===== src/rtl/mips_mem_pkg.sv =====
// Shared types for the MEM-stage load/store master:
// size codes, FSM states and the alignment rule.
package mips_mem_pkg;

  localparam logic [1:0] SZ_BYTE = 2'b00;
  localparam logic [1:0] SZ_HALF = 2'b01;
  localparam logic [1:0] SZ_WORD = 2'b10;

  typedef enum logic [2:0] {
    IDLE,
    LD_WAIT,
    LD_CAP,
    RMW_WAIT,
    RMW_MRG,
    ST_WR
  } state_t;

  // Reserved size 11 is reported as misaligned.
  function automatic logic is_aligned(
    input logic [1:0] size,
    input logic [1:0] off
  );
    logic ok;
    case (size)
      SZ_BYTE: ok = 1'b1;
      SZ_HALF: ok = ~off[0];
      SZ_WORD: ok = (off == 2'b00);
      default: ok = 1'b0;
    endcase
    return ok;
  endfunction

endpackage


===== src/rtl/mem_access_unit_if.sv =====
// Request/response handshake plus data memory port.
// master = load/store unit, slave = CPU + memory side.
interface mem_access_unit_if #(
  parameter int ADDR_WIDTH = 10,
  parameter int DATA_WIDTH = 32
);
  logic                  req_valid;
  logic                  req_ready;
  logic                  req_we;
  logic [1:0]            req_size;
  logic                  req_signed;
  logic [31:0]           req_addr;
  logic [31:0]           req_wdata;
  logic                  rsp_valid;
  logic                  rsp_err;
  logic [31:0]           rsp_rdata;
  logic [ADDR_WIDTH-1:0] mem_addr;
  logic [DATA_WIDTH-1:0] mem_din;
  logic                  mem_wr_rd;
  logic [DATA_WIDTH-1:0] mem_dout;

  modport master (
    input  req_valid, req_we, req_size,
    input  req_signed, req_addr, req_wdata,
    input  mem_dout,
    output req_ready, rsp_valid, rsp_err,
    output rsp_rdata, mem_addr, mem_din,
    output mem_wr_rd
  );

  modport slave (
    output req_valid, req_we, req_size,
    output req_signed, req_addr, req_wdata,
    output mem_dout,
    input  req_ready, rsp_valid, rsp_err,
    input  rsp_rdata, mem_addr, mem_din,
    input  mem_wr_rd
  );
endinterface


===== src/rtl/mem_lane_align.sv =====
// Little-endian lane extract/extend for loads and
// lane merge for sub-word stores (combinational).
module mem_lane_align (
  input  logic [31:0] i_word,
  input  logic [1:0]  i_off,
  input  logic [1:0]  i_size,
  input  logic        i_signed,
  input  logic [15:0] i_wdata,
  output logic [31:0] o_load,
  output logic [31:0] o_merge
);
  import mips_mem_pkg::*;

  logic [7:0]  w_byte;
  logic [15:0] w_half;

  assign w_byte = i_word[{i_off, 3'b000} +: 8];
  assign w_half = i_off[1] ? i_word[31:16]
                           : i_word[15:0];

  always_comb begin
    o_load  = '0;
    o_merge = i_word;
    unique case (i_size)
      SZ_BYTE: begin
        o_load = {{24{i_signed & w_byte[7]}}, w_byte};
        o_merge[{i_off, 3'b000} +: 8] = i_wdata[7:0];
      end
      SZ_HALF: begin
        o_load = {{16{i_signed & w_half[15]}}, w_half};
        o_merge[{i_off[1], 4'b0000} +: 16] = i_wdata;
      end
      SZ_WORD: o_load = i_word;
      default: o_load = '0;
    endcase
  end

endmodule


===== src/rtl/mem_access_unit.sv =====
// MEM-stage load/store master for a synchronous word memory:
// alignment, extension and read-modify-write sub-word stores.
module mem_access_unit #(
  parameter int DATA_WIDTH = 32,
  parameter int ADDR_WIDTH = 10
) (
  input logic             clk,
  input logic             rst_n,
  mem_access_unit_if.master bus
);
  import mips_mem_pkg::*;

  state_t                r_state, w_state;
  logic [1:0]            r_size;
  logic                  r_signed;
  logic [1:0]            r_off;
  logic [15:0]           r_wdata;
  logic                  r_rsp_valid, w_rsp_valid;
  logic                  r_rsp_err, w_rsp_err;
  logic [31:0]           r_rsp_rdata, w_rsp_rdata;
  logic [ADDR_WIDTH-1:0] r_mem_addr, w_mem_addr;
  logic [DATA_WIDTH-1:0] r_mem_din, w_mem_din;
  logic                  r_mem_wr_rd, w_mem_wr_rd;
  logic                  w_latch;
  logic [31:0]           w_load, w_merge;
  logic [1:0]            w_off;
  logic [ADDR_WIDTH-1:0] w_waddr;
  logic                  w_unused_addr;

  assign w_off   = bus.req_addr[1:0];
  assign w_waddr = bus.req_addr[ADDR_WIDTH+1:2];
  // Upper address bits wrap onto the memory.
  assign w_unused_addr =
    &{1'b0, bus.req_addr[31:ADDR_WIDTH+2]};

  mem_lane_align u_align (
    .i_word   (bus.mem_dout),
    .i_off    (r_off),
    .i_size   (r_size),
    .i_signed (r_signed),
    .i_wdata  (r_wdata),
    .o_load   (w_load),
    .o_merge  (w_merge)
  );

  always_comb begin
    w_state     = r_state;
    w_rsp_valid = 1'b0;
    w_rsp_err   = 1'b0;
    w_rsp_rdata = '0;
    w_mem_addr  = r_mem_addr;
    w_mem_din   = r_mem_din;
    w_mem_wr_rd = 1'b0;
    w_latch     = 1'b0;
    unique case (r_state)
      IDLE: begin
        if (bus.req_valid) begin
          w_latch = 1'b1;
          if (!is_aligned(bus.req_size, w_off)) begin
            w_rsp_valid = 1'b1;
            w_rsp_err   = 1'b1;
          end else begin
            w_mem_addr = w_waddr;
            if (!bus.req_we) begin
              w_state = LD_WAIT;
            end else if (bus.req_size == SZ_WORD) begin
              w_mem_din   = bus.req_wdata;
              w_mem_wr_rd = 1'b1;
              w_state     = ST_WR;
            end else begin
              w_state = RMW_WAIT;
            end
          end
        end
      end
      LD_WAIT:  w_state = LD_CAP;
      LD_CAP: begin
        w_rsp_valid = 1'b1;
        w_rsp_rdata = w_load;
        w_state     = IDLE;
      end
      RMW_WAIT: w_state = RMW_MRG;
      RMW_MRG: begin
        w_mem_din   = w_merge;
        w_mem_wr_rd = 1'b1;
        w_state     = ST_WR;
      end
      ST_WR: begin
        w_rsp_valid = 1'b1;
        w_state     = IDLE;
      end
      default:  w_state = IDLE;
    endcase
  end

  always_ff @(posedge clk or negedge rst_n) begin
    if (!rst_n) begin
      r_state     <= IDLE;
      r_size      <= '0;
      r_signed    <= 1'b0;
      r_off       <= '0;
      r_wdata     <= '0;
      r_rsp_valid <= 1'b0;
      r_rsp_err   <= 1'b0;
      r_rsp_rdata <= '0;
      r_mem_addr  <= '0;
      r_mem_din   <= '0;
      r_mem_wr_rd <= 1'b0;
    end else begin
      r_state     <= w_state;
      r_rsp_valid <= w_rsp_valid;
      r_rsp_err   <= w_rsp_err;
      r_rsp_rdata <= w_rsp_rdata;
      r_mem_addr  <= w_mem_addr;
      r_mem_din   <= w_mem_din;
      r_mem_wr_rd <= w_mem_wr_rd;
      if (w_latch) begin
        r_size   <= bus.req_size;
        r_signed <= bus.req_signed;
        r_off    <= w_off;
        r_wdata  <= bus.req_wdata[15:0];
      end
    end
  end

  assign bus.req_ready = (r_state == IDLE);
  assign bus.rsp_valid = r_rsp_valid;
  assign bus.rsp_err   = r_rsp_err;
  assign bus.rsp_rdata = r_rsp_rdata;
  assign bus.mem_addr  = r_mem_addr;
  assign bus.mem_din   = r_mem_din;
  assign bus.mem_wr_rd = r_mem_wr_rd;

endmodule

===== src/flat_wrapper.sv =====
// flat-port wrapper written by rule: the top's interface ports become plain ports
module mem_access_unit_flat import mips_mem_pkg::*;
#(
  parameter int DATA_WIDTH = 32,
  parameter int ADDR_WIDTH = 10
)
  (clk, rst_n, bus_req_valid, bus_req_we, bus_req_size, bus_req_signed, bus_req_addr, bus_req_wdata, bus_mem_dout, bus_req_ready, bus_rsp_valid, bus_rsp_err, bus_rsp_rdata, bus_mem_addr, bus_mem_din, bus_mem_wr_rd);
  mem_access_unit_if #(.ADDR_WIDTH(ADDR_WIDTH), .DATA_WIDTH(DATA_WIDTH)) bus_i ();
  input logic clk;
  input logic rst_n;
  input wire logic [$bits(bus_i.req_valid)-1:0] bus_req_valid;
  input wire logic [$bits(bus_i.req_we)-1:0] bus_req_we;
  input wire logic [$bits(bus_i.req_size)-1:0] bus_req_size;
  input wire logic [$bits(bus_i.req_signed)-1:0] bus_req_signed;
  input wire logic [$bits(bus_i.req_addr)-1:0] bus_req_addr;
  input wire logic [$bits(bus_i.req_wdata)-1:0] bus_req_wdata;
  input wire logic [$bits(bus_i.mem_dout)-1:0] bus_mem_dout;
  output wire logic [$bits(bus_i.req_ready)-1:0] bus_req_ready;
  output wire logic [$bits(bus_i.rsp_valid)-1:0] bus_rsp_valid;
  output wire logic [$bits(bus_i.rsp_err)-1:0] bus_rsp_err;
  output wire logic [$bits(bus_i.rsp_rdata)-1:0] bus_rsp_rdata;
  output wire logic [$bits(bus_i.mem_addr)-1:0] bus_mem_addr;
  output wire logic [$bits(bus_i.mem_din)-1:0] bus_mem_din;
  output wire logic [$bits(bus_i.mem_wr_rd)-1:0] bus_mem_wr_rd;
  assign bus_i.req_valid = bus_req_valid;
  assign bus_i.req_we = bus_req_we;
  assign bus_i.req_size = bus_req_size;
  assign bus_i.req_signed = bus_req_signed;
  assign bus_i.req_addr = bus_req_addr;
  assign bus_i.req_wdata = bus_req_wdata;
  assign bus_i.mem_dout = bus_mem_dout;
  assign bus_req_ready = bus_i.req_ready;
  assign bus_rsp_valid = bus_i.rsp_valid;
  assign bus_rsp_err = bus_i.rsp_err;
  assign bus_rsp_rdata = bus_i.rsp_rdata;
  assign bus_mem_addr = bus_i.mem_addr;
  assign bus_mem_din = bus_i.mem_din;
  assign bus_mem_wr_rd = bus_i.mem_wr_rd;
  mem_access_unit #(.DATA_WIDTH(DATA_WIDTH), .ADDR_WIDTH(ADDR_WIDTH)) u_core (.clk(clk), .rst_n(rst_n), .bus(bus_i));
endmodule

===== config.mk =====
export PLATFORM = sky130hd
export DESIGN_NAME = mem_access_unit_flat
export DESIGN_NICKNAME = d
export VERILOG_FILES = /design/src/rtl/mips_mem_pkg.sv /design/src/rtl/mem_access_unit_if.sv /design/src/rtl/mem_lane_align.sv /design/src/rtl/mem_access_unit.sv /design/src/flat_wrapper.sv
export SDC_FILE = /design/constraint.sdc
export NUM_CORES = 1
export LEC_CHECK = 0
export BUFFER_PORTS_ARGS = -buffer_cell sky130_fd_sc_hd__clkbuf_2
export CAP_MARGIN = 20
export CORE_ASPECT_RATIO = 0.8
export CORE_MARGIN = 3
export CORE_UTILIZATION = 44
export DETAILED_ROUTE_END_ITERATION = 12
export PLACE_DENSITY_LB_ADDON = 0.2
export SLEW_MARGIN = 10
export SYNTH_ARGS = -nofsm -noshare
export SYNTH_HDL_FRONTEND = slang
export SYNTH_SLANG_ARGS = --single-unit

===== constraint.sdc =====
create_clock -name clk -period 2.3 [get_ports clk]
set_clock_uncertainty 0.05 [all_clocks]
set_input_delay 0.115 -clock clk [delete_from_list [all_inputs] [get_ports clk]]
set_output_delay 0.115 -clock clk [all_outputs]
set_load 0.02 [all_outputs]

# Yosys cells after proc, flatten, opt, wreduce, memory -nomap -nowiden
# Index checks and enable logic that the tools add are counted.
# Widths: inputs -> output; s select.
[totals] ff_bits=101 inputBits=103
[op_classes] n_addsub=2 n_eq_ne=13 shift=5 muxes=30 bitwise_logic=3 n_reduce_logical=9
[op_table] op="$mux 32" n=5
[op_table] op="$pmux 32 s2" n=2
[op_table] op="$pmux 32 s3" n=1
[op_table] op="$bwmux 32" n=2
[op_table] op="$shift 16x7->32 const A" n=1
[op_table] op="$shift 8x7->32 const A" n=1
[op_table] op="$shiftx 16x7->32" n=1
[op_table] op="$shiftx 32x6->8" n=1
[op_table] op="$shiftx 8x7->32" n=1
[op_table] op="$mux 16" n=1
[op_table] op="$neg 5->7" n=2
[op_table] op="$mux 3" n=4
[op_table] op="$pmux 3 s4" n=1
[op_table] op="$mux 1" n=11
[op_table] op="$eq 3x2->1 const B" n=2
[op_table] op="$eq 3x3->1 const B" n=2
[op_table] op="$logic_not 2->1" n=3
[op_table] op="$reduce_and 5->1" n=1
[op_table] op="$eq 2x1->1 const B" n=2
[op_table] op="$eq 2x2->1 const B" n=2
[op_table] op="$ne 2x1->1 const B" n=2
[op_table] op="$ne 2x2->1 const B" n=2
[op_table] op="$pmux 1 s2" n=2
[op_table] op="$eq 3x1->1 const B" n=1
[op_table] op="8 further kinds" n=9

# Depth between registers and ports, before layout
# Gate-level depths: netlist of the first run.
[logic_depth] ltp_word=7 depth_mapped=9

# By module
# From an unflattened synthesis of the first run, not the netlist that was laid out.
[hier_totals] cells_unflattened=637 hier_area_um2=5576.6
[by_module_without_submodules] module="mem_access_unit" instances=1 cells_each=382 area_each_um2=3898.7 seq_area_each_um2=2527.4
[by_module_without_submodules] module="mem_lane_align" instances=1 cells_each=255 area_each_um2=1677.9 seq_area_each_um2=0.0

# Worst setup path before layout of the first run
# Ideal clock, no wire load.
[synth_timing] kind="reg2reg" start="register u_core.r_off[1]" end="register u_core.r_mem_din[0] (netlist: u_core.bus.mem_din[0])" setup_time_ns=0.094 t_arrival_ns=2.351 t_required_ns=2.156 setup_slack_ns=-0.195 path_stages_with_launch=9 n_path_buf=2 period_less_slack_ns=2.495 path_cell_list="dfrtp_1 buf_2 inv_1 clkbuf_1 ha_1 or4b_4 a21oi_4 a221oi_1 a211oi_1"
[synth_between] elab_chain_len=5 elab_cells_between_ends=10 classes_between="2 x add/sub; 4 x shift; 4 x mux"
[synth_rtl] item="start: declaration" line="mem_access_unit.sv:16" text="logic [1:0] r_off;"
[synth_rtl] item="start signal: assignment" line="mem_access_unit.sv:120" text="r_off <= w_off;"
[synth_rtl] item="$neg 5->7 (on tied branches)" line="mem_lane_align.sv:31, mem_lane_align.sv:27"
[synth_rtl] item="$shiftx 16x7->32 (tied with other cells)" line="mem_lane_align.sv:31" text="o_merge[{i_off[1], 4'b0000} +: 16] = i_wdata;"
[synth_rtl] item="$bwmux 32 (on tied branches)" line="mem_lane_align.sv:31, mem_lane_align.sv:27"
[synth_rtl] item="$pmux 32 s2 *" line="mem_lane_align.sv:24" text="unique case (i_size)"
[synth_rtl] item="$pmux 32 s2 *" line="mem_access_unit.sv:55" text="unique case (r_state)"
[synth_rtl] item="end signal: assignment" line="mem_access_unit.sv:115" text="r_mem_din <= w_mem_din;"
[synth_rtl] item="end: declaration" line="mem_access_unit.sv:22" text="logic [DATA_WIDTH-1:0] r_mem_din, w_mem_din;"
# Every way passes the cells marked *; elsewhere a longest branch is shown, timed or not.
# A chain may end at the register's enable or synchronous reset.

# Worst setup path in the final report of the first run
[layout_timing] start="register u_core.r_off[0]" end="register u_core.r_mem_din[4] (netlist: u_core.bus.mem_din[4])"
[layout_between] elab_chain_len=5 elab_cells_between_ends=6 classes_between="1 x add/sub; 2 x shift; 3 x mux"
[layout_rtl] item="$neg 5->7 *" line="mem_lane_align.sv:27" text="o_merge[{i_off, 3'b000} +: 8] = i_wdata[7:0];"
[layout_rtl] item="$shiftx 8x7->32 or $shift 8x7->32 (tied branches)" line="mem_lane_align.sv:27"
[layout_rtl] item="$bwmux 32 *" line="mem_lane_align.sv:27"
[layout_rtl] item="$pmux 32 s2 *" line="mem_lane_align.sv:24"
[layout_rtl] item="$pmux 32 s2 *" line="mem_access_unit.sv:55"
# Marked as above.

==> impl_metrics.py, run 1 <==
metrics = {
    "run_status": {
        "status": "complete, no violations",
    },
    "clock_network": {
        "clk_pin_slew_worst_paths_ns": 0.07,
        "numClockSinks": 101,
        "htreeDepth": 3,
        "clk_latency_ns": 0.35,
        "tritoncts": "yes",
        "cts_buffer_depth": 2,
        "cts_made_buffers": 9,
        "cts_root_buf": "clkbuf_16",
    },
    "cells_and_area": {
        "regArea_sq_um": 2527,
        "fin_util": 0.5909,
        "most-common-layout-cells": "159 x clkbuf_2, 101 x dfrtp_1, 46 x nand2_1, 46 x a21oi_1, 38 x nor2_1",
        "multi_input_area_sq_um": 2681,
        "antenna_cells": 0,
        "nFillCells": 1042,
        "area_growth_pct": 28.04,
        "final_common_cell": "clkbuf_2",
        "drive_gt1_frac": 0.3361,
        "num-nets-final": 832,
    },
    "global_routing": {
        "grt_pass1_vias": 5130,
        "antenna_found_initial": 0,
        "grt_pass1_wl_um": 29210,
        "overflow": 0,
        "track_usage": 0.2747,
        "grt_max_degree": 102,
    },
    "yosys": {
        "synth_edf_count": 0,
        "postSynthAreaPerCell_sq_um": 9.957,
        "synth-seq-cells": 101,
        "synth.net_count": 656,
        "synth-main-ff-cell": "dfrtp_1",
        "synth-async-reset-ratio": 1.000,
        "synthDistinctLibCells": 56,
        "synth-seq-area-share": 0.4632,
        "yosys_warnings": 0,
        "synthesis.instances": 548,
        "syn_area_sq_um": 5456,
    },
    "drt": {
        "vias": 5403,
        "drc": 0,
        "wl_per_cell_um": 21.51,
        "first_pass_iters": 5,
        "drtIter0Drc": 498,
        "viasPerCell": 6.161,
        "antenna_left": 0,
        "totalWireLength_um": 18870,
    },
    "sta": {
        "whs_ns": 0.01228,
        "rsz0062_at_grt": "no",
        "hold_violations": 0,
        "worst_pin_slew_ns": 0.5880,
        "fin_crit_sh": 0.9370,
        "setup_viol": 0,
        "fmax_mhz": 464.0,
        "slew_violations": 0,
        "finalCriticalPeriod_ns": 2.155,
        "tns_ns": 0,
        "relSlewSlack": 0.6072,
    },
    "floorplanning": {
        "chipWidth_um": 130.5,
        "initial_core_util": 0.4615,
        "die_h_um": 105.6,
        "pin_count": 181,
        "dieArea_sq_um": 13780,
        "rows": 35,
        "core-area_sq_um": 11820,
    },
    "worst_setup_path": {
        "start_kind": "register",
        "worst_ep_required_time_ns": 2.51,
        "slowest_stage": "or4b_4",
        "cp_cell_sequence": "inv_1, ha_1, or4b_4, a21oi_4, a221oi_1, a211oi_1",
        "critical_path_buf_inv_count": 1,
        "arrival_ns": 2.36,
        "crit_fanout": 8,
        "end_kind": "register",
        "cpPeakStageDelay_ns": 0.56,
        "criticalPathCategory": "reg2reg",
        "cp_top_family": "compound AO/OA/AOI/OAI gates",
        "ff2ff_setup_slack_ns": 0.14,
    },
    "power": {
        "ir_drop_mv": 0.7463,
        "p_leak_uw": 0.003256,
        "powerDensity_nw_per_um2": 1301,
    },
    "placement": {
        "place_congestion": 0.9187,
        "hpwl_um": 13270,
        "numPortBuffers": 160,
    },
    "flow_run": {
        "cap_violations": 0,
    },
    "hold_path": {
        "hold_class": "in2reg",
    },
}
state kept, by name, indices dropped and copies added (netlist names):
signal / cells
u_core.bus.rsp_err: 1
u_core.r_signed: 1
u_core.r_state: 3
u_core.bus.mem_din: 32
u_core.bus.rsp_valid: 1
u_core.bus.mem_wr_rd: 1
u_core.r_size: 2
u_core.bus.rsp_rdata: 32
u_core.r_off: 2
u_core.bus.mem_addr: 10
u_core.r_wdata: 16
cells in the mapped netlist (all sizes together) (2+ instances only):
library cell | count | area share
a211oi | 9 | 0.012
a21oi | 47 | 0.045
a221o | 4 | 0.0073
a221oi | 31 | 0.050
a22o | 8 | 0.013
a22oi | 17 | 0.023
a32oi | 4 | 0.0064
and2 | 2 | 0.0023
and3 | 2 | 0.0023
and3b | 8 | 0.013
buf | 25 | 0.023
clkbuf | 21 | 0.014
dfrtp | 101 | 0.46
ha | 5 | 0.011
inv | 12 | 0.0083
mux2 | 29 | 0.060
mux2i | 6 | 0.011
nand2 | 46 | 0.032
nand2b | 11 | 0.013
nand4 | 2 | 0.0023
nor2 | 39 | 0.027
nor2b | 12 | 0.014
nor3 | 3 | 0.0028
nor3b | 4 | 0.0076
nor4b | 2 | 0.0071
o211ai | 8 | 0.011
o21ai | 28 | 0.026
o21bai | 2 | 0.0028
o221a | 7 | 0.014
o22a | 10 | 0.016
o22ai | 25 | 0.029
per-layer routing:
layer,vias to the layer above,GRT usage,share of wire
li1,2430,-,-
met1,2623,0.4226,0.45
met2,319,0.3944,0.43
met3,31,0.06180,0.099
met4,0,0.05874,0.016
met5,-,0,0
worst min-delay path: cells and delay by family:
kind,cells,cell delay (ns)
AO/OA/AOI/OAI,1,0.08
AND/OR/NAND/NOR,1,0.08
buffers and inverters,1,0.10
layout make-up:
class,count,share of cell area
multi-input cells,388,0.3838
clock buffers,11,0.03474
inverters,13,0.006984
clock inverters,5,0.005014
repair buffers,211,0.1812
well taps,148,0.02650
flip-flops and latches,101,0.3617
report_power, final:
part	internal [uW]	switching [uW]
Combinational	1820	2760
Clock	767	697
Sequential	2420	624
final timing paths:
path	start	to	cells past startpoint
worst max-delay path	u_core.r_off[0]	u_core.bus.mem_din[4]	6
worst min register to register	u_core.bus.mem_din[30]	u_core.bus.mem_din[30]	1
min in group asynchronous	rst_n	u_core.bus.rsp_rdata[19]	3
max in group asynchronous	rst_n	u_core.r_state[0]	3
worst max register to register	u_core.r_off[0]	u_core.bus.mem_din[4]	6
worst min-delay path	bus_req_wdata[0]	u_core.r_wdata[0]	3
per-stage QoR:
stage          std cells  worst slack, ns  cell area [sq um]  total power [uW]
2_1_floorplan        548          0.02162               5463              6005
3_3_place_gp         834           0.2510               6437              7421
3_5_place_dp         834           0.1839               6437              7527
4_1_cts              877           0.1705               6985              9036
5_1_grt              877          0.02721               6987              9653
6_report             877           0.1448               6987              9093
what timing repair did:
item | 4_1_cts | 5_1_grt
endpoints found under the hold margin | 127 | 0
hold buffers | 27 | 0
buffers inserted | 0 | 0
resized for setup | 0 | 1
setup endpoints to repair | 0 | 1
logic make-up after synthesis:
kind of cell | synth area share
buffers and inverters | 0.04609
adder cells (fa/ha/maj) | 0.01147
flip-flops | 0.4632
AND/OR/NAND/NOR | 0.1335
AO/OA/AOI/OAI | 0.2708
multiplexers | 0.07498
Note: power is estimated with default switching activity, not from simulation.
==> run 2, diff against run 1 <==
PLACE_DENSITY = 0.74   (was unset)
PLACE_DENSITY_LB_ADDON = unset   (was 0.2)
==> run 2 against run 1 <==
Worst setup slack gained 0.029 ns; fmax grew 1.4%; via count is 0.57% lower; worst hold slack improved by 0.0022 ns; register-to-register slack improved by 0.03 ns; non-clock buffer count rose by 11; final cell count increased by 1.3%; count of clock-buffer cells in the layout stayed put; sequential share of layout area fell by 0.59 points; core utilization up 0.97 points; critical path type unchanged; highest routed layer unchanged.
==> impl_metrics.py, run 2 (same netlist as run 1, synthesis figures left out) <==
metrics = {
    "power": {
        "p_leak_uw": 0.003317,
        "switching_share": 0.4417,
        "power.share.clock": 0.169,
        "powerDensity_nw_per_um2": 1305,
        "switchingPower_uw": 4093,
        "p_int_uw": 5174,
        "ir_drop_mv": 0.8494,
        "p_comb_frac": 0.503,
        "p_seq_frac": 0.328,
    },
    "drt": {
        "wl_per_cell_um": 21.52,
        "drc": 0,
        "vias": 5372,
        "first_pass_iters": 5,
        "viasPerCell": 6.050,
        "antenna_left": 0,
        "totalWireLength_um": 19110,
        "drtIter0Drc": 611,
    },
    "clock_network": {
        "cts_buffer_depth": 2,
        "post_cts_resized": 0,
        "cts_root_buf": "clkbuf_16",
        "cts_made_buffers": 9,
        "clk_pin_slew_worst_paths_ns": 0.07,
        "post-cts-setup-buffer-count": 0,
        "numClockSinks": 101,
        "hold_buffers": 29,
        "htreeDepth": 3,
        "clk_latency_ns": 0.35,
        "tritoncts": "yes",
    },
    "global_routing": {
        "grt_pass1_wl_um": 29590,
        "track_usage": 0.2785,
        "antenna_found_initial": 0,
        "grt_max_degree": 50,
        "overflow": 0,
        "grt_pass1_vias": 5265,
    },
    "worst_setup_path": {
        "arrival_ns": 2.32,
        "end_kind": "register",
        "worst_ep_required_time_ns": 2.49,
        "ff2ff_setup_slack_ns": 0.17,
        "crit_fanout": 8,
        "start_kind": "register",
        "criticalPathCategory": "reg2reg",
    },
    "sta": {
        "setup_viol": 0,
        "tns_ns": 0,
        "layout_setup_ws_ns": 0.1739,
        "fmax_mhz": 470.3,
        "finalCriticalPeriod_ns": 2.126,
        "rsz0062_at_grt": "no",
        "worst_pin_slew_ns": 0.5369,
        "fin_crit_sh": 0.9244,
        "slew_violations": 0,
        "hold_violations": 0,
        "relSlewSlack": 0.6414,
    },
    "placement": {
        "place_congestion": 0.9640,
        "pre_cts_ws_ns": 0.1543,
        "hpwl_um": 14070,
        "numPortBuffers": 160,
        "place_area_sq_um": 6497,
    },
    "floorplanning": {
        "rows": 35,
        "dieArea_sq_um": 13780,
        "pin_count": 181,
        "chipWidth_um": 130.5,
        "initial_core_util": 0.4615,
        "core-area_sq_um": 11820,
        "die_h_um": 105.6,
    },
    "cells_and_area": {
        "antenna_cells": 0,
        "drive_gt1_frac": 0.3419,
        "final_area_sq_um": 7102,
        "area_growth_pct": 30.15,
        "most-common-layout-cells": "159 x clkbuf_2, 101 x dfrtp_1, 46 x nand2_1, 46 x a21oi_1, 38 x nor2_1",
        "final_common_cell": "clkbuf_2",
        "num-nets-final": 843,
    },
    "run_status": {
        "status": "complete, no violations",
    },
    "hold_path": {
        "hold_class": "in2reg",
    },
    "flow_run": {
        "cap_violations": 0,
    },
}
-- run 2: changes by cell type in the layout (fill, tap and decap cells not counted) --
| cell | previous run | this run |
|---|---|---|
| and3_1 | 1 | 2 |
| and3_2 | 1 | 0 |
| buf_4 | 24 | 32 |
| buf_6 | 0 | 1 |
| bufinv_16 | 0 | 1 |
| clkinv_2 | 2 | 1 |
| clkinv_4 | 1 | 2 |
| dlygate4sd3_1 | 27 | 29 |
| inv_6 | 1 | 0 |
-- run 2: power by group through the flow --
stage	clock, uW	sequential (uW)	combinational [uW]
after floorplan	0	3390	2610
after global placement	0	3020	4440
after detailed placement	0	3040	4550
after CTS	1590	3020	4610
after global routing	1650	3120	5060
final	1560	3040	4660
-- run 2: path summary, 6_finish.rpt --
| path | from | end | cells past startpoint |
|---|---|---|---|
| setup / recovery | u_core.r_off[0] | u_core.bus.mem_din[6] | 6 |
| hold reg to reg | u_core.bus.mem_addr[0] | u_core.bus.mem_addr[0] | 1 |
| max in group asynchronous | rst_n | u_core.bus.mem_wr_rd | 3 |
| setup reg to reg | u_core.r_off[0] | u_core.bus.mem_din[6] | 6 |
| hold / removal | bus_mem_dout[20] | u_core.bus.rsp_rdata[20] | 3 |
| min in group asynchronous | rst_n | u_core.bus.mem_addr[5] | 2 |
-- run 2: layer usage --
layer,up-vias,GRT usage,routed length (um)
li1,2436,-,-
met1,2597,0.4170,8502
met2,308,0.4097,8364
met3,31,0.05724,1879
met4,0,0.07269,367
met5,-,0,0
-- run 2: critical path, cell delays in order, from the launching register on --
cell and delay, ns:
dfrtp_1 0.38, inv_1 0.12, ha_1 0.29, or4b_4 0.54, a21oi_4 0.23, a221oi_1 0.13
a211oi_1 0.28
-- run 2: layout make-up --
cell class              count  area (sq um)
multi-input cells         388          2680
clock inverters             5         60.06
fillers                  1025          4722
repair buffers            222          1358
well taps                 148         185.2
flip-flops and latches    101          2527
clock buffers              11         242.7
inverters                  13         48.80
-- run 2: through the flow --
stage | hold WS, ns | power [uW] | utilization | std cells
2_1_floorplan | -0.2306 | 6005 | - | 548
3_3_place_gp | 0.03385 | 7456 | 0.5495 | 842
3_5_place_dp | 0.04506 | 7592 | 0.5495 | 842
4_1_cts | 0.005552 | 9215 | 0.5997 | 887
5_1_grt | 0.02165 | 9840 | 0.6006 | 888
6_report | 0.01449 | 9267 | 0.6006 | 888
==> run 3, diff against run 2 <==
ABC_AREA = 1   (was unset)
HOLD_SLACK_MARGIN = 0.12   (was unset)
PLACE_DENSITY = 0.72   (was 0.74)
==> run 3 against run 2 <==
Register-to-register slack better by 0.05 ns; critical path depth increased by 5; final cell count up 45%; fmax up 2.5%; global-route usage decreased by 2.8 points; core utilization shrank 0.58 points; count of clock-buffer cells in the layout fell by 2; combinational power grew 11%; wire length rose by 2.1%; critical path type unchanged.
==> impl_metrics.py, run 3 <==
metrics = {
    "run_status": {
        "status": "complete, no violations",
    },
    "clock_network": {
        "post-cts-setup-buffer-count": 0,
        "cts_made_buffers": 9,
        "clk_pin_slew_worst_paths_ns": 0.07,
        "cts_buffer_depth": 2,
        "clk_latency_ns": 0.35,
        "hold_buffers": 64,
        "htreeDepth": 3,
        "numClockSinks": 101,
        "cts_root_buf": "clkbuf_16",
        "post_cts_resized": 0,
        "tritoncts": "yes",
    },
    "yosys": {
        "synth-seq-area-share": 0.4061,
        "synth-compound-area-share": 0.1013,
        "yosysTopAreaCellShare": 0.4061,
        "synth-seq-cells": 101,
        "muxShareOfSynthArea": 0,
        "synth-main-ff-cell": "dfrtp_1",
        "synth.net_count": 996,
        "yosys.area.top_type": "dfrtp_1",
        "synthesis.instances": 888,
        "synth_area_leaders": "dfrtp_1 41%, nand2_1 18%, nand3_1 9.3%",
        "yosys.area_share.simple": 0.3693,
        "postSynthAreaPerCell_sq_um": 7.008,
        "synth_edf_count": 0,
        "synth_fa_ha_area_frac": 0.01005,
        "synthDistinctLibCells": 36,
        "synth-xor-area-share": 0,
        "yosys_warnings": 0,
        "yosysMostFrequentCell": "nand2_1",
        "synth_top_family_by_area": "simple AND/OR/NAND/NOR gates",
        "synth-async-reset-ratio": 1.000,
        "ys_top_cells_by_count": "291 x nand2_1, 116 x nand3_1, 101 x dfrtp_1, 101 x inv_1, 58 x nor2_1",
        "syn_area_sq_um": 6223,
    },
    "power": {
        "powerDensity_nw_per_um2": 1223,
        "power.share.clock": 0.181,
        "switching_share": 0.4787,
        "switchingPower_uw": 4769,
        "p_comb_frac": 0.519,
        "ir_drop_mv": 0.7596,
        "p_int_uw": 5192,
        "p_seq_frac": 0.300,
        "p_leak_uw": 0.004415,
    },
    "cells_and_area": {
        "nFillCells": 1263,
        "final_common_cell": "nand2_1",
        "fin_util": 0.5948,
        "drive_gt1_frac": 0.2260,
        "antenna_cells": 0,
        "area_growth_pct": 30.88,
        "most-common-layout-cells": "291 x nand2_1, 159 x clkbuf_2, 116 x nand3_1, 101 x inv_1, 101 x dfrtp_1",
        "num-nets-final": 1209,
    },
    "worst_setup_path": {
        "ff2ff_setup_slack_ns": 0.23,
        "arrival_ns": 2.31,
        "worst_ep_required_time_ns": 2.54,
        "slowest_stage": "nor2_1",
        "start_kind": "register",
        "end_kind": "register",
        "crit_path_frequent_cell": "nand2_1",
        "criticalPathCategory": "reg2reg",
        "cp_cell_sequence": "inv_2, buf_4, ha_1, clkinv_1, nor2_1, nand2_1, nand2_1, nand2_1, nand2_1, nand3_1, nand2_1",
        "crit_fanout": 11,
        "cpPeakStageDelay_ns": 0.46,
    },
    "drt": {
        "vias": 6562,
        "drc": 0,
        "totalWireLength_um": 19510,
        "first_pass_iters": 7,
        "viasPerCell": 5.103,
        "antenna_left": 0,
        "drtIter0Drc": 561,
        "wl_per_cell_um": 15.17,
    },
    "placement": {
        "place_congestion": 0.9417,
        "hpwl_um": 14300,
        "pre_cts_ws_ns": 0.2940,
        "numPortBuffers": 160,
    },
    "sta": {
        "hold_violations": 0,
        "setup_viol": 0,
        "layout_setup_ws_ns": 0.2263,
        "fmax_mhz": 482.2,
        "finalCriticalPeriod_ns": 2.074,
        "worst_pin_slew_ns": 0.5679,
        "relSlewSlack": 0.6200,
        "fin_crit_sh": 0.9016,
        "slew_violations": 0,
        "tns_ns": 0,
        "rsz0062_at_grt": "no",
    },
    "floorplanning": {
        "initial_core_util": 0.4545,
        "rows": 38,
        "chipWidth_um": 139.0,
        "pin_count": 181,
        "die_h_um": 112.4,
        "dieArea_sq_um": 15620,
        "core-area_sq_um": 13690,
    },
    "hold_path": {
        "hold_class": "in2reg",
    },
    "global_routing": {
        "antenna_found_initial": 0,
        "grt_pass1_wl_um": 31600,
        "overflow": 0,
        "grt_pass1_vias": 6386,
        "grt_max_degree": 51,
        "track_usage": 0.2508,
    },
    "flow_run": {
        "cap_violations": 0,
    },
}
[run 3: changes by cell type in the layout (fill, tap and decap cells not counted), sizes merged, moves of 29 or more]
cell | previous run | this run
o21ai | 28 | 58
inv | 12 | 113
a221oi | 31 | 0
dlygate4sd3 | 29 | 64
nand3 | 1 | 119
mux2 | 29 | 0
nand2 | 46 | 294
[run 3: logic make-up (layout without fill, tap and decap cells)]
| family | count (synthesis) | after routing |
|---|---|---|
| AND/OR/NAND/NOR | 521 | 521 |
| flip-flops | 101 | 101 |
| buffers and inverters | 156 | 374 |
| AO/OA/AOI/OAI | 105 | 105 |
| adder cells (fa/ha/maj) | 5 | 5 |
[run 3: final timing paths]
| check | startpoint | end | depth (start not counted) |
|---|---|---|---|
| min in group asynchronous | rst_n | u_core.bus.rsp_rdata[30] | 2 |
| max in group asynchronous | rst_n | u_core.bus.rsp_rdata[5] | 3 |
| setup / recovery | u_core.r_off[1] | u_core.bus.mem_din[8] | 11 |
| setup reg to reg | u_core.r_off[1] | u_core.bus.mem_din[8] | 11 |
| hold reg to reg | u_core.bus.mem_addr[2] | u_core.bus.mem_addr[2] | 2 |
| hold / removal | bus_mem_dout[0] | u_core.bus.rsp_rdata[0] | 5 |
[run 3: through the flow]
| step | std cells | power [uW] | hold slack [ns] | cell area, sq um |
|---|---|---|---|---|
| 2_1_floorplan | 888 | 6576 | -0.2306 | 6223 |
| 3_5_place_dp | 1206 | 8024 | 0.04678 | 7152 |
| 4_1_cts | 1286 | 9935 | 0.1204 | 8145 |
| 5_1_grt | 1286 | 10720 | 0.1345 | 8145 |
| 3_3_place_gp | 1206 | 7958 | 0.03775 | 7152 |
| 6_report | 1286 | 9961 | 0.1211 | 8145 |
[run 3: final cells by class]
class / count / area [sq um] / area share
clock inverters: 7 / 127.6 / 0.01567
flip-flops and latches: 101 / 2527 / 0.3103
inverters: 111 / 416.7 / 0.05115
repair buffers: 247 / 1629 / 0.2000
well taps: 180 / 225.2 / 0.02765
clock buffers: 9 / 225.2 / 0.02765
multi-input cells: 631 / 2994 / 0.3676
[run 3: layer usage]
metal,vias up,share of wire,track usage
met4,0,0.020,0.07301
met5,-,0,0
met3,29,0.071,0.05068
met1,3070,0.45,0.3467
met2,231,0.46,0.4034
li1,3232,-,-
[run 3: critical path, delay by kind of cell (launching register included)]
kind	cells	cell delay, ns
and+or+nand+nor	7	1.03
DFF	1	0.40
adders and majority gates	1	0.17
buffers and inverters	3	0.36
[run 3: power groups by stage]
stage / Clock [uW] / Sequential [uW] / Combinational [uW]
detailed placement: 0 / 3000 / 5020
CTS: 1830 / 2970 / 5130
global placement: 0 / 2990 / 4970
floorplan: 0 / 3440 / 3140
global route: 1910 / 3060 / 5760
finish: 1800 / 2990 / 5170
